<file path="src/rtl/wb_arb_pkg.sv">
`default_nettype none
// ============================================================================
// wb_arb_pkg : state, grant and default watchdog constants for wb_arbiter2
// Rev 1.0
// ============================================================================
package wb_arb_pkg;

  typedef enum logic [1:0] {
    IDLE = 2'd0,
    OWN0 = 2'd1,
    OWN1 = 2'd2
  } arb_state_e;

  localparam logic [1:0] c_grant_none = 2'b00;
  localparam logic [1:0] c_grant_m0   = 2'b01;
  localparam logic [1:0] c_grant_m1   = 2'b10;

  localparam int unsigned c_default_timeout = 255;

endpackage
`default_nettype wire

</file>
<file path="src/rtl/wb_watchdog.sv">
`default_nettype none
// ============================================================================
// wb_watchdog : counts unterminated strobed cycles, pulses force_err at limit
// Rev 1.0
// ============================================================================
module wb_watchdog #(
  parameter int unsigned TIMEOUT = 255
) (
  input  logic wb_clk_i,
  input  logic wb_rst_i,
  input  logic active_i,
  input  logic stb_i,
  input  logic term_i,
  output logic force_err_o
);

  generate
    if (TIMEOUT > 0) begin : g_wd_on
      localparam int unsigned        c_cnt_w = $clog2(TIMEOUT + 1);
      localparam logic [c_cnt_w-1:0] c_limit = c_cnt_w'(TIMEOUT);

      logic [c_cnt_w-1:0] r_cnt;
      logic               w_fire;

      // A real slave termination in the limit cycle suppresses the forced error.
      assign w_fire = active_i & stb_i & ~term_i & (r_cnt == c_limit);

      always_ff @(posedge wb_clk_i) begin
        if (!wb_rst_i) begin
          r_cnt <= '0;
        end else if (!active_i || !stb_i || term_i || w_fire) begin
          r_cnt <= '0;
        end else begin
          r_cnt <= r_cnt + 1'b1;
        end
      end

      assign force_err_o = w_fire;
    end else begin : g_wd_off
      assign force_err_o = 1'b0;
    end
  endgenerate

endmodule
`default_nettype wire

</file>
<file path="src/rtl/wb_arbiter2.sv">
`default_nettype none
// ============================================================================
// wb_arbiter2 : two-master Wishbone B3 classic arbiter, round-robin + urgent
// Rev 1.0
// ============================================================================
module wb_arbiter2
  import wb_arb_pkg::*;
#(
  parameter int unsigned TIMEOUT = c_default_timeout
) (
  input  logic        wb_clk_i,
  input  logic        wb_rst_i,
  input  logic        m0_cyc_i,
  input  logic        m0_stb_i,
  input  logic        m0_we_i,
  input  logic [31:0] m0_adr_i,
  input  logic [3:0]  m0_sel_i,
  input  logic [31:0] m0_dat_i,
  output logic        m0_ack_o,
  output logic        m0_err_o,
  output logic        m0_rty_o,
  output logic [31:0] m0_dat_o,
  input  logic        m1_cyc_i,
  input  logic        m1_stb_i,
  input  logic        m1_we_i,
  input  logic [31:0] m1_adr_i,
  input  logic [3:0]  m1_sel_i,
  input  logic [31:0] m1_dat_i,
  output logic        m1_ack_o,
  output logic        m1_err_o,
  output logic        m1_rty_o,
  output logic [31:0] m1_dat_o,
  input  logic        m1_urgent_i,
  output logic        s_cyc_o,
  output logic        s_stb_o,
  output logic        s_we_o,
  output logic [31:0] s_adr_o,
  output logic [3:0]  s_sel_o,
  output logic [31:0] s_dat_o,
  input  logic        s_ack_i,
  input  logic        s_err_i,
  input  logic        s_rty_i,
  input  logic [31:0] s_dat_i,
  output logic [1:0]  grant_o
);

  arb_state_e r_state;
  logic       r_last;
  logic [1:0] r_grant;
  logic       w_own0;
  logic       w_own1;
  logic       w_stb;
  logic       w_term;
  logic       w_force;

  assign w_own0 = (r_state == OWN0);
  assign w_own1 = (r_state == OWN1);
  assign w_stb  = (w_own0 & m0_stb_i) | (w_own1 & m1_stb_i);
  assign w_term = s_ack_i | s_err_i | s_rty_i;

  wb_watchdog #(
    .TIMEOUT (TIMEOUT)
  ) u_watchdog (
    .wb_clk_i    (wb_clk_i),
    .wb_rst_i    (wb_rst_i),
    .active_i    (w_own0 | w_own1),
    .stb_i       (w_stb),
    .term_i      (w_term),
    .force_err_o (w_force)
  );

  // r_last == 1 means m1 owned most recently, so m0 wins the next tie.
  always_ff @(posedge wb_clk_i) begin
    if (!wb_rst_i) begin
      r_state <= IDLE;
      r_last  <= 1'b1;
      r_grant <= c_grant_none;
    end else begin
      case (r_state)
        IDLE: begin
          if ((m1_cyc_i & m1_urgent_i) || (m1_cyc_i & ~m0_cyc_i) ||
              (m0_cyc_i & m1_cyc_i & ~r_last)) begin
            r_state <= OWN1;
            r_grant <= c_grant_m1;
          end else if (m0_cyc_i) begin
            r_state <= OWN0;
            r_grant <= c_grant_m0;
          end
        end
        OWN0: begin
          if (!m0_cyc_i) begin
            r_state <= IDLE;
            r_last  <= 1'b0;
            r_grant <= c_grant_none;
          end
        end
        OWN1: begin
          if (!m1_cyc_i) begin
            r_state <= IDLE;
            r_last  <= 1'b1;
            r_grant <= c_grant_none;
          end
        end
        default: begin
          r_state <= IDLE;
          r_grant <= c_grant_none;
        end
      endcase
    end
  end

  always_comb begin
    s_cyc_o = 1'b0;
    s_stb_o = 1'b0;
    s_we_o  = 1'b0;
    s_adr_o = '0;
    s_sel_o = '0;
    s_dat_o = '0;
    if (w_own0) begin
      s_cyc_o = m0_cyc_i & ~w_force;
      s_stb_o = m0_stb_i & ~w_force;
      s_we_o  = m0_we_i;
      s_adr_o = m0_adr_i;
      s_sel_o = m0_sel_i;
      s_dat_o = m0_dat_i;
    end else if (w_own1) begin
      s_cyc_o = m1_cyc_i & ~w_force;
      s_stb_o = m1_stb_i & ~w_force;
      s_we_o  = m1_we_i;
      s_adr_o = m1_adr_i;
      s_sel_o = m1_sel_i;
      s_dat_o = m1_dat_i;
    end
  end

  assign m0_ack_o = w_own0 & s_ack_i;
  assign m0_err_o = w_own0 & (s_err_i | w_force);
  assign m0_rty_o = w_own0 & s_rty_i;
  assign m0_dat_o = s_dat_i;
  assign m1_ack_o = w_own1 & s_ack_i;
  assign m1_err_o = w_own1 & (s_err_i | w_force);
  assign m1_rty_o = w_own1 & s_rty_i;
  assign m1_dat_o = s_dat_i;
  assign grant_o  = r_grant;

endmodule
`default_nettype wire

</file>
<file path="config.mk">
export PLATFORM = sky130hd
export DESIGN_NAME = wb_arbiter2
export DESIGN_NICKNAME = d
export VERILOG_FILES = /design/src/rtl/wb_arb_pkg.sv /design/src/rtl/wb_watchdog.sv /design/src/rtl/wb_arbiter2.sv
export SDC_FILE = /design/constraint.sdc
export NUM_CORES = 1
export LEC_CHECK = 0
export ABC_AREA = 1
export BUFFER_PORTS_ARGS = -buffer_cell sky130_fd_sc_hd__buf_2
export CORE_AREA = 2 2 125 127
export DETAILED_ROUTE_END_ITERATION = 6
export DIE_AREA = 0 0 127 129
export MAX_ROUTING_LAYER = met4
export PLACE_DENSITY = 0.48
export SLEW_MARGIN = 30
export SYNTH_ARGS = -nofsm -noshare
export SYNTH_HDL_FRONTEND = slang
export SYNTH_SLANG_ARGS = --single-unit
export TNS_END_PERCENT = 5
</file>
<file path="constraint.sdc">
create_clock -name wb_clk_i -period 1.75 [get_ports wb_clk_i]
set_clock_uncertainty 0.05 [all_clocks]
set_input_delay 0.0875 -clock wb_clk_i [delete_from_list [all_inputs] [get_ports wb_clk_i]]
set_output_delay 0.0875 -clock wb_clk_i [all_outputs]
set_load 0.1 [all_outputs]
</file>
==> flow_metrics.tcl, run 1 <==
set metrics [dict create \
    status "complete, but fails checks" \
    violations "negative setup slack" \
    via_count 2937 \
    path_max_fanout 3 \
    holdCritPathClass "in -> reg" \
    synth_area_mm2 0.002177 \
    diodes 0 \
    clock-sinks 11 \
    netlist_instances 398 \
    max_cap_viol_count 0 \
    first_global_vias 2690 \
    rsz0062_at_grt "yes" \
    wirelength_um 10370 \
    critPathKind "reg -> out" \
    tightest_slew_ps 483.9 \
    whs_path_depth 2 \
    final_cell_mix "149 x buf_2, 114 x nand2_1, 81 x buf_12" \
    fin_crit_ps 1806 \
    clk_path_buf_depth 2 \
    ff2ff_path_depth 11 \
    port-buffer-count 226 \
    p_leak_nw 2.263 \
    fmax_ghz 0.5538 \
    grt_usage_pct 11.45 \
    drtPass1Iterations 4 \
    layout.nets 738 \
    gp_congestion 0.7551 \
    clkTransAtPathRegs_ps 40 \
    startpoint "grant_o[0]$_SDFFE_PN0P_" \
    start_util_pct 14.54 \
    ff_latch_area_um2 227.7 \
    dieWidth_um 127 \
    cts_tree "built" \
    min_period_over_period_pct 103.2 \
    wire_per_inst_um 13.99 \
    drc 0 \
    areaGrowthSynthToFinish_pct 108.6 \
    viasPerCell 3.964 \
    syn_area_per_cell_um2 5.470 \
    seq_area_frac_synth_pct 10.11 \
    multi_input_area_mm2 0.001443 \
    maxSlewViolCount 0 \
    grt.overflow.total 0 \
    relSlewSlack_pct 67.96 \
    antenna_left 0 \
    setup_viol 15 \
    fin_cells 741 \
    grt_pass1_wl_um 14740 \
    pin_count 323 \
    grt_max_degree 72 \
    grt_antenna_before_repair 0 \
    hold_path_startpoint "wb_rst_i" \
    end_kind "output pin" \
    drt_iter0_drc 77 \
    fillers 1627 \
    r2r_setup_slack_ps 280 \
    h-tree-depth 1 \
    ys_warn_count 0 \
    power_density_mw_per_mm2 866.8 \
    cts_made_buffers 3 \
    drive_gt1_share_pct 56.24 \
    post-dp-hpwl_um 7864 \
    clk_latency_ps 240 \
    final_common_cell "buf_2" \
    ys_seq_elements 11 \
    ys_types 22 \
    finalInstanceArea_mm2 0.004542 \
    crit_required_ps 1610 \
    crit_arrival_ps 1670 \
    synth_nets 582 \
    core_area_mm2 0.01498 \
    power_mw 3.937 \
    root_buffer "clkbuf_16" \
    timing.rr.start "grant_o[1]$_SDFFE_PN0P_" \
    die_h_um 129 \
    hold_violations 0 \
    fp.dieArea_mm2 0.01638 \
    fin_ws_ps -55.76 \
    place_inst 733 \
    peakVddDrop_mv 0.7173 \
    placed_area_mm2 0.004234 \
    start_kind "flip-flop" \
    row_count 45 \
]
[through the flow]
step           setup slack [ps]  setup TNS [ps]  utilization (%)  hold WS, ps
2_1_floorplan            -299.2          -19480                -        136.1
3_3_place_gp              90.94               0            28.27        126.0
3_5_place_dp              88.25               0            28.27        126.0
4_1_cts                  -80.74          -621.3            29.47        18.68
5_1_grt                  -106.9           -5200            30.33        25.77
6_report                 -55.76          -261.4            30.33        19.49
[area by class of cell]
type / instances / area share [%]
tap: 188 / 5.179
timing repair buffer: 238 / 54.35
multi-input combinational: 279 / 31.76
sequential: 11 / 5.014
inverter: 21 / 1.956
clock buffer: 4 / 1.736
[routing by layer]
layer  global-route usage (%)  up-vias  part of all wire (%)
li1                         -     1486                     -
met1                    13.81     1266                    41
met2                    19.58      156                    49
met3                    2.287       29                   8.6
met4                    2.973        0                   2.0
met5                        -        -                     0
[registers in the layout, summed over array words and instances, names as in the netlist]
name and cells:
grant_o 2, r_last 1, u_watchdog.g_wd_on.r_cnt 8
[final timing paths]
kind,end
worst max-delay path,s_cyc_o
worst min-delay path,r_last$_SDFFE_PN1P_
worst min register to register,u_watchdog.g_wd_on.r_cnt[0]$_SDFF_PP0_
worst max register to register,grant_o[1]$_SDFFE_PN0P_
[synthesized netlist by cell type]
library cell | instances | area (um^2)
a21oi_1 | 2 | 10.01
buf_2 | 9 | 45.04
buf_4 | 66 | 495.5
buf_6 | 7 | 78.83
clkbuf_1 | 5 | 18.77
dfxtp_1 | 11 | 220.2
ha_1 | 4 | 50.05
inv_1 | 19 | 71.32
inv_2 | 2 | 7.510
nand2_1 | 158 | 593.1
nand2_2 | 4 | 25.02
nand2_4 | 1 | 11.26
nand3_1 | 72 | 360.4
nand3_2 | 1 | 10.01
nand3b_1 | 1 | 7.510
nand4_1 | 1 | 6.260
nor2_1 | 25 | 93.84
nor2_2 | 1 | 6.260
o211ai_1 | 1 | 7.510
o21ai_0 | 3 | 15.01
xnor2_1 | 3 | 26.28
xor2_1 | 2 | 17.52
[report_power, final]
group | switching, mW | internal [mW]
sequential | 0.0113 | 0.261
clock | 0.111 | 0.306
combinational | 2.15 | 1.10
total | 2.27 | 1.66
[repair_timing]
item / in CTS / in global routing
cloned: 0 / 1
gates resized for setup: 20 / 34
pin swaps: 8 / 5
setup endpoints to repair: 70 / 75
hold buffers: 0 / 0
setup buffers: 1 / 2
[critical path, stage by stage, from the launching register on]
cell	delay (ps)
dfxtp_4	370
inv_4	60
ha_4	250
inv_2	30
nor2_2	90
nand3_2	100
nor2_4	180
buf_12	130
nor2_4	30
buf_12	180
[cells by family after synthesis]
logic type / after synthesis / share of synthesized area (%)
and+or+nand+nor: 264 / 51.15
buffers and inverters: 108 / 32.93
DFF: 11 / 10.11
AOI/OAI and AO/OA: 6 / 1.494
xor gates and xnor gates: 5 / 2.012
adders and majority gates: 4 / 2.299
(Power assumes the default switching activity.)
==> run 2, diff against run 1 <==
RECOVER_POWER = 100   (was default)
==> flow_metrics.tcl, run 2 (synthesis gave the netlist of run 1 again) <==
set metrics [dict create \
    min_period_over_period_pct 103.2 \
    pin_count 323 \
    fin_ws_ps -55.42 \
    ff2ff_path_depth 8 \
    setup_viol 13 \
    port-buffer-count 226 \
    clock_power_share_pct 10.6 \
    crit_end "s_cyc_o" \
    r2r_setup_slack_ps 260 \
    die_h_um 129 \
    clkTransAtPathRegs_ps 40 \
    drtPass1Iterations 4 \
    via_count 2944 \
    clk_latency_ps 240 \
    diodes 0 \
    maxSlewViolCount 0 \
    ff_latch_area_um2 227.7 \
    grt_usage_pct 11.45 \
    regToRegEndpoint "u_watchdog.g_wd_on.r_cnt[5]$_SDFF_PP0_" \
    critPathKind "reg -> out" \
    dieWidth_um 127 \
    root_buffer "clkbuf_16" \
    path_max_fanout 3 \
    power_density_mw_per_mm2 869.9 \
    cts_tree "built" \
    power_mw 3.930 \
    placed_area_mm2 0.004234 \
    crit_slowest_cell "dfxtp_4" \
    cts_made_buffers 3 \
    layout.nets 738 \
    end_kind "output pin" \
    areaGrowthSynthToFinish_pct 107.5 \
    crit_family "buffers and inverters" \
    multi_input_area_mm2 0.001440 \
    drt_iter0_drc 80 \
    finalInstanceArea_mm2 0.004518 \
    regMostFlops "u_watchdog.g_wd_on.r_cnt" \
    grt.overflow.total 0 \
    viasPerCell 3.973 \
    largest_reg_flops 8 \
    clk_path_buf_depth 2 \
    path_cells "inv_4 > ha_4 > inv_2 > nor2_2 > nand3_2 > nor2_4 > buf_12 > nor2_4 > buf_12" \
    start_kind "flip-flop" \
    first_global_vias 2690 \
    timing.rr.start "grant_o[0]$_SDFFE_PN0P_" \
    violations "negative setup slack" \
    relSlewSlack_pct 64.33 \
    grt_pass1_wl_um 14740 \
    grt_antenna_before_repair 0 \
    row_count 45 \
    start_util_pct 14.54 \
    max_cap_viol_count 0 \
    grt_max_degree 72 \
    hold_violations 0 \
    wirelength_um 10370 \
    core_area_mm2 0.01498 \
    rsz0062_at_grt "yes" \
    crit_required_ps 1610 \
    p_comb_share_pct 82.5 \
    crit_buf_inv 4 \
    final_cell_mix "148 x buf_2, 115 x nand2_1, 79 x buf_12" \
    fp.dieArea_mm2 0.01638 \
    holdCritPathClass "in -> reg" \
    p_int_mw 1.657 \
    tightest_slew_ps 537.3 \
    wire_per_inst_um 13.99 \
    clock-sinks 11 \
    gp_congestion 0.7551 \
    fmax_ghz 0.5539 \
    p_leak_nw 2.257 \
    drive_gt1_share_pct 56.06 \
    peakVddDrop_mv 0.7166 \
    startpoint "grant_o[0]$_SDFFE_PN0P_" \
    post-dp-hpwl_um 7864 \
    max_stage_delay_ps 370 \
    crit_arrival_ps 1670 \
    p_sw_mw 2.273 \
    cp.depth 9 \
    fillers 1631 \
    p_seq_share_pct 6.9 \
    fin_crit_ps 1805 \
    status "complete, but fails checks" \
    drc 0 \
    h-tree-depth 1 \
    final_common_cell "buf_2" \
    antenna_left 0 \
    switching_share_pct 57.83 \
]
[run 2: cell types whose count changed in the layout (fill, tap and decap cells not counted), sizes merged]
cell / previous run / this run
clkbuf: 5 / 6
buf: 237 / 236
[run 2: layer usage]
metal  share of wire [%]  vias to the layer above  GRT usage (%)
li1                    -                     1485              -
met1                  41                     1274          13.81
met2                  49                      156          19.58
met3                 8.5                       29          2.287
met4                 2.0                        0          2.973
met5                   0                        -              -
[run 2: worst min-delay path by stage]
stage,start,endpoint,slack (ps),cells past startpoint
2_1_floorplan,wb_rst_i,r_last$_SDFFE_PN1P_,140,1
3_3_place_gp,s_dat_i[18],m0_dat_o[18],130,0
3_5_place_dp,s_dat_i[18],m0_dat_o[18],130,0
4_1_cts,wb_rst_i,r_last$_SDFFE_PN1P_,20,2
5_1_grt,wb_rst_i,r_last$_SDFFE_PN1P_,30,2
6_report,wb_rst_i,r_last$_SDFFE_PN1P_,20,2
[run 2: through the flow]
stage               setup WS [ps]  TNS (ps)  utilization, %  hold WS [ps]  instances
CTS                        -80.74    -621.3           29.47         18.68        738
global route               -106.9     -5200           30.17         25.77        741
floorplan                  -299.2    -19480               -         136.1        398
finish                     -55.42    -255.3           30.17         19.96        741
detailed placement          88.25         0           28.27         126.0        733
global placement            90.94         0           28.27         126.0        733
[run 2: layout make-up]
class                      instances  share of cell area [%]
timing repair buffer             238                   54.17
inverter                          21                   1.966
sequential                        11                   5.040
tap                              188                   5.206
multi-input combinational        279                   31.87
clock buffer                       4                   1.745
[run 2: repair_timing]
item                       in CTS  in global routing
hold buffers                    0                  0
gates cloned                    0                  1
setup buffers                   1                  2
resized for setup              20                 34
pin swaps                       8                  5
setup endpoints to repair      70                 75
[run 2: power groups by stage]
stage	registers, mW	clock network, mW	logic, mW
after floorplan	0.309	0	2.59
after global placement	0.273	0	3.15
after detailed placement	0.273	0	3.14
after CTS	0.272	0.427	3.20
after global routing	0.274	0.441	3.36
final	0.272	0.417	3.24
==> run 3, diff against run 2 <==
SETUP_SLACK_MARGIN = 0.3   (was default)
==> flow_metrics.tcl, run 3 (synthesis gave the netlist of run 1 again) <==
set metrics [dict create \
    diodes 0 \
    tightest_slew_ps 483.9 \
    timing.rr.start "grant_o[1]$_SDFFE_PN0P_" \
    crit_top_cell "nor2_4" \
    fin_crit_ps 1803 \
    crit_family "simple AND/OR/NAND/NOR gates" \
    cts_tree "built" \
    status "complete, but fails checks" \
    cts_made_buffers 3 \
    max_cap_viol_count 0 \
    grt_usage_pct 12.56 \
    path_cells "inv_4 > ha_4 > inv_2 > nor2_2 > nand3_2 > nor2_4 > nor2_4 > nor2_4 > buf_12" \
    antenna_left 0 \
    core_area_mm2 0.01498 \
    grt_max_degree 36 \
    relSlewSlack_pct 67.96 \
    largest_reg_flops 8 \
    post-dp-hpwl_um 7864 \
    fillers 1608 \
    final_cell_mix "149 x buf_2, 93 x nand2_1, 79 x buf_12" \
    wire_per_inst_um 15.19 \
    power_density_mw_per_mm2 855.6 \
    end_kind "output pin" \
    grt_pass1_wl_um 15810 \
    crit_arrival_ps 1670 \
    violations "negative setup slack" \
    start_util_pct 14.54 \
    holdCritPathClass "in -> reg" \
    r2r_setup_slack_ps 110 \
    rsz0062_at_grt "yes" \
    final_common_cell "buf_2" \
    row_count 45 \
    path_max_fanout 3 \
    whs_ps 20.40 \
    critPathKind "reg -> out" \
    multi_input_area_mm2 0.001524 \
    fp.dieArea_mm2 0.01638 \
    dr_wl_met2_um 5672 \
    first_global_vias 2800 \
    hold_buffers 0 \
    root_buffer "clkbuf_16" \
    pin_count 323 \
    drtPass1Iterations 4 \
    drt_iter0_drc 80 \
    gp_congestion 0.7551 \
    dieWidth_um 127 \
    die_h_um 129 \
    areaGrowthSynthToFinish_pct 121.7 \
    clkTransAtPathRegs_ps 40 \
    fin_ws_ps -53.40 \
    hold_path_startpoint "wb_rst_i" \
    whs_path_depth 2 \
    maxSlewViolCount 0 \
    hold_path_end "r_last$_SDFFE_PN1P_" \
    top_layer "met4" \
    power_mw 4.130 \
    drc 0 \
    grt.overflow.total 0 \
    hold_violations 0 \
    regMostFlops "u_watchdog.g_wd_on.r_cnt" \
    wirelength_um 11440 \
    layout.nets 750 \
    crit_buf_inv 3 \
    clk_latency_ps 240 \
    p_leak_nw 2.359 \
    start_kind "flip-flop" \
    h-tree-depth 1 \
    clock-sinks 11 \
    wl_met1_um 4620 \
    ff_latch_area_um2 227.7 \
    clk_path_buf_depth 2 \
    peakVddDrop_mv 0.7089 \
    grt_antenna_before_repair 0 \
    regToRegEndpoint "grant_o[0]$_SDFFE_PN0P_" \
    fmax_ghz 0.5545 \
    setup_viol 4 \
    via_count 3023 \
    crit_slowest_cell "dfxtp_4" \
    drive_gt1_share_pct 62.12 \
    crit_required_ps 1610 \
    port-buffer-count 226 \
    ff2ff_path_depth 11 \
    viasPerCell 4.015 \
    min_period_over_period_pct 103.1 \
    met3WireLength_um 931 \
    max_stage_delay_ps 370 \
]
-- run 3: cell types whose count changed in the layout (fill, tap and decap cells not counted), sizes merged --
cell and change:
clkinv +1, buf +8, clkbuf +2, inv -1
clkinvlp +1, bufbuf +1
-- run 3: worst reg2reg max path, cell delays in order, from the launching register on --
cell	delay, ps
dfxtp_4	360
inv_4	70
ha_4	160
buf_4	120
buf_6	110
nand2_4	50
nand2_2	70
buf_6	100
clkinvlp_2	150
a21oi_1	180
nor2_1	60
nor2_1	90
-- run 3: per-stage QoR --
step / cells / instance area (um^2) / setup TNS (ps) / utilization [%] / worst slack, ps
after floorplan: 398 / 2255 / -19480 / - / -299.2
after global placement: 733 / 4234 / 0 / 28.27 / 90.94
after detailed placement: 733 / 4234 / 0 / 28.27 / 88.25
after CTS: 744 / 4588 / -1283 / 30.63 / -80.67
after global routing: 753 / 4827 / -2778 / 32.23 / -106.9
final: 753 / 4827 / -185.9 / 32.23 / -53.40
-- run 3: worst max-delay path by stage --
| stage | to | depth (start not counted) | from |
|---|---|---|---|
| 3_3_place_gp | m1_err_o | 9 | grant_o[0]$_SDFFE_PN0P_ |
| 5_1_grt | m0_err_o | 9 | grant_o[1]$_SDFFE_PN0P_ |
| 6_report | m0_err_o | 9 | grant_o[0]$_SDFFE_PN0P_ |
| 2_1_floorplan | s_adr_o[10] | 5 | grant_o[0]$_SDFFE_PN0P_ |
| 4_1_cts | m0_err_o | 9 | grant_o[0]$_SDFFE_PN0P_ |
| 3_5_place_dp | m1_err_o | 9 | grant_o[0]$_SDFFE_PN0P_ |
-- run 3: power by group --
part | internal, mW | total, mW | switching (mW) | leakage [nW]
registers | 0.261 | 0.272 | 0.0113 | 0.0904
clock network | 0.306 | 0.418 | 0.112 | 0.0382
logic | 1.22 | 3.44 | 2.22 | 2.23
total | 1.78 | 4.13 | 2.35 | 2.36
-- run 3: cell type report --
class / instances / share of cell area [%]
inverters: 21 / 2.022
clock buffers: 4 / 1.633
repair buffers: 249 / 55.00
repair inverters: 1 / 0.1814
flip-flops and latches: 11 / 4.717
well taps: 188 / 4.873
multi-input cells: 279 / 31.57
-- run 3: layer usage --
metal / vias up / global-route usage [%]
li1: 1509 / -
met1: 1328 / 15.14
met2: 157 / 21.76
met3: 29 / 2.328
met4: 0 / 2.973
met5: - / -
-- run 3: what timing repair did --
action,CTS,global route
endpoints found under the hold margin,0,0
gates cloned,3,4
buffers inserted,4,5
gates resized for setup,44,58
endpoints found under the setup margin,85,88
pin swaps,15,20
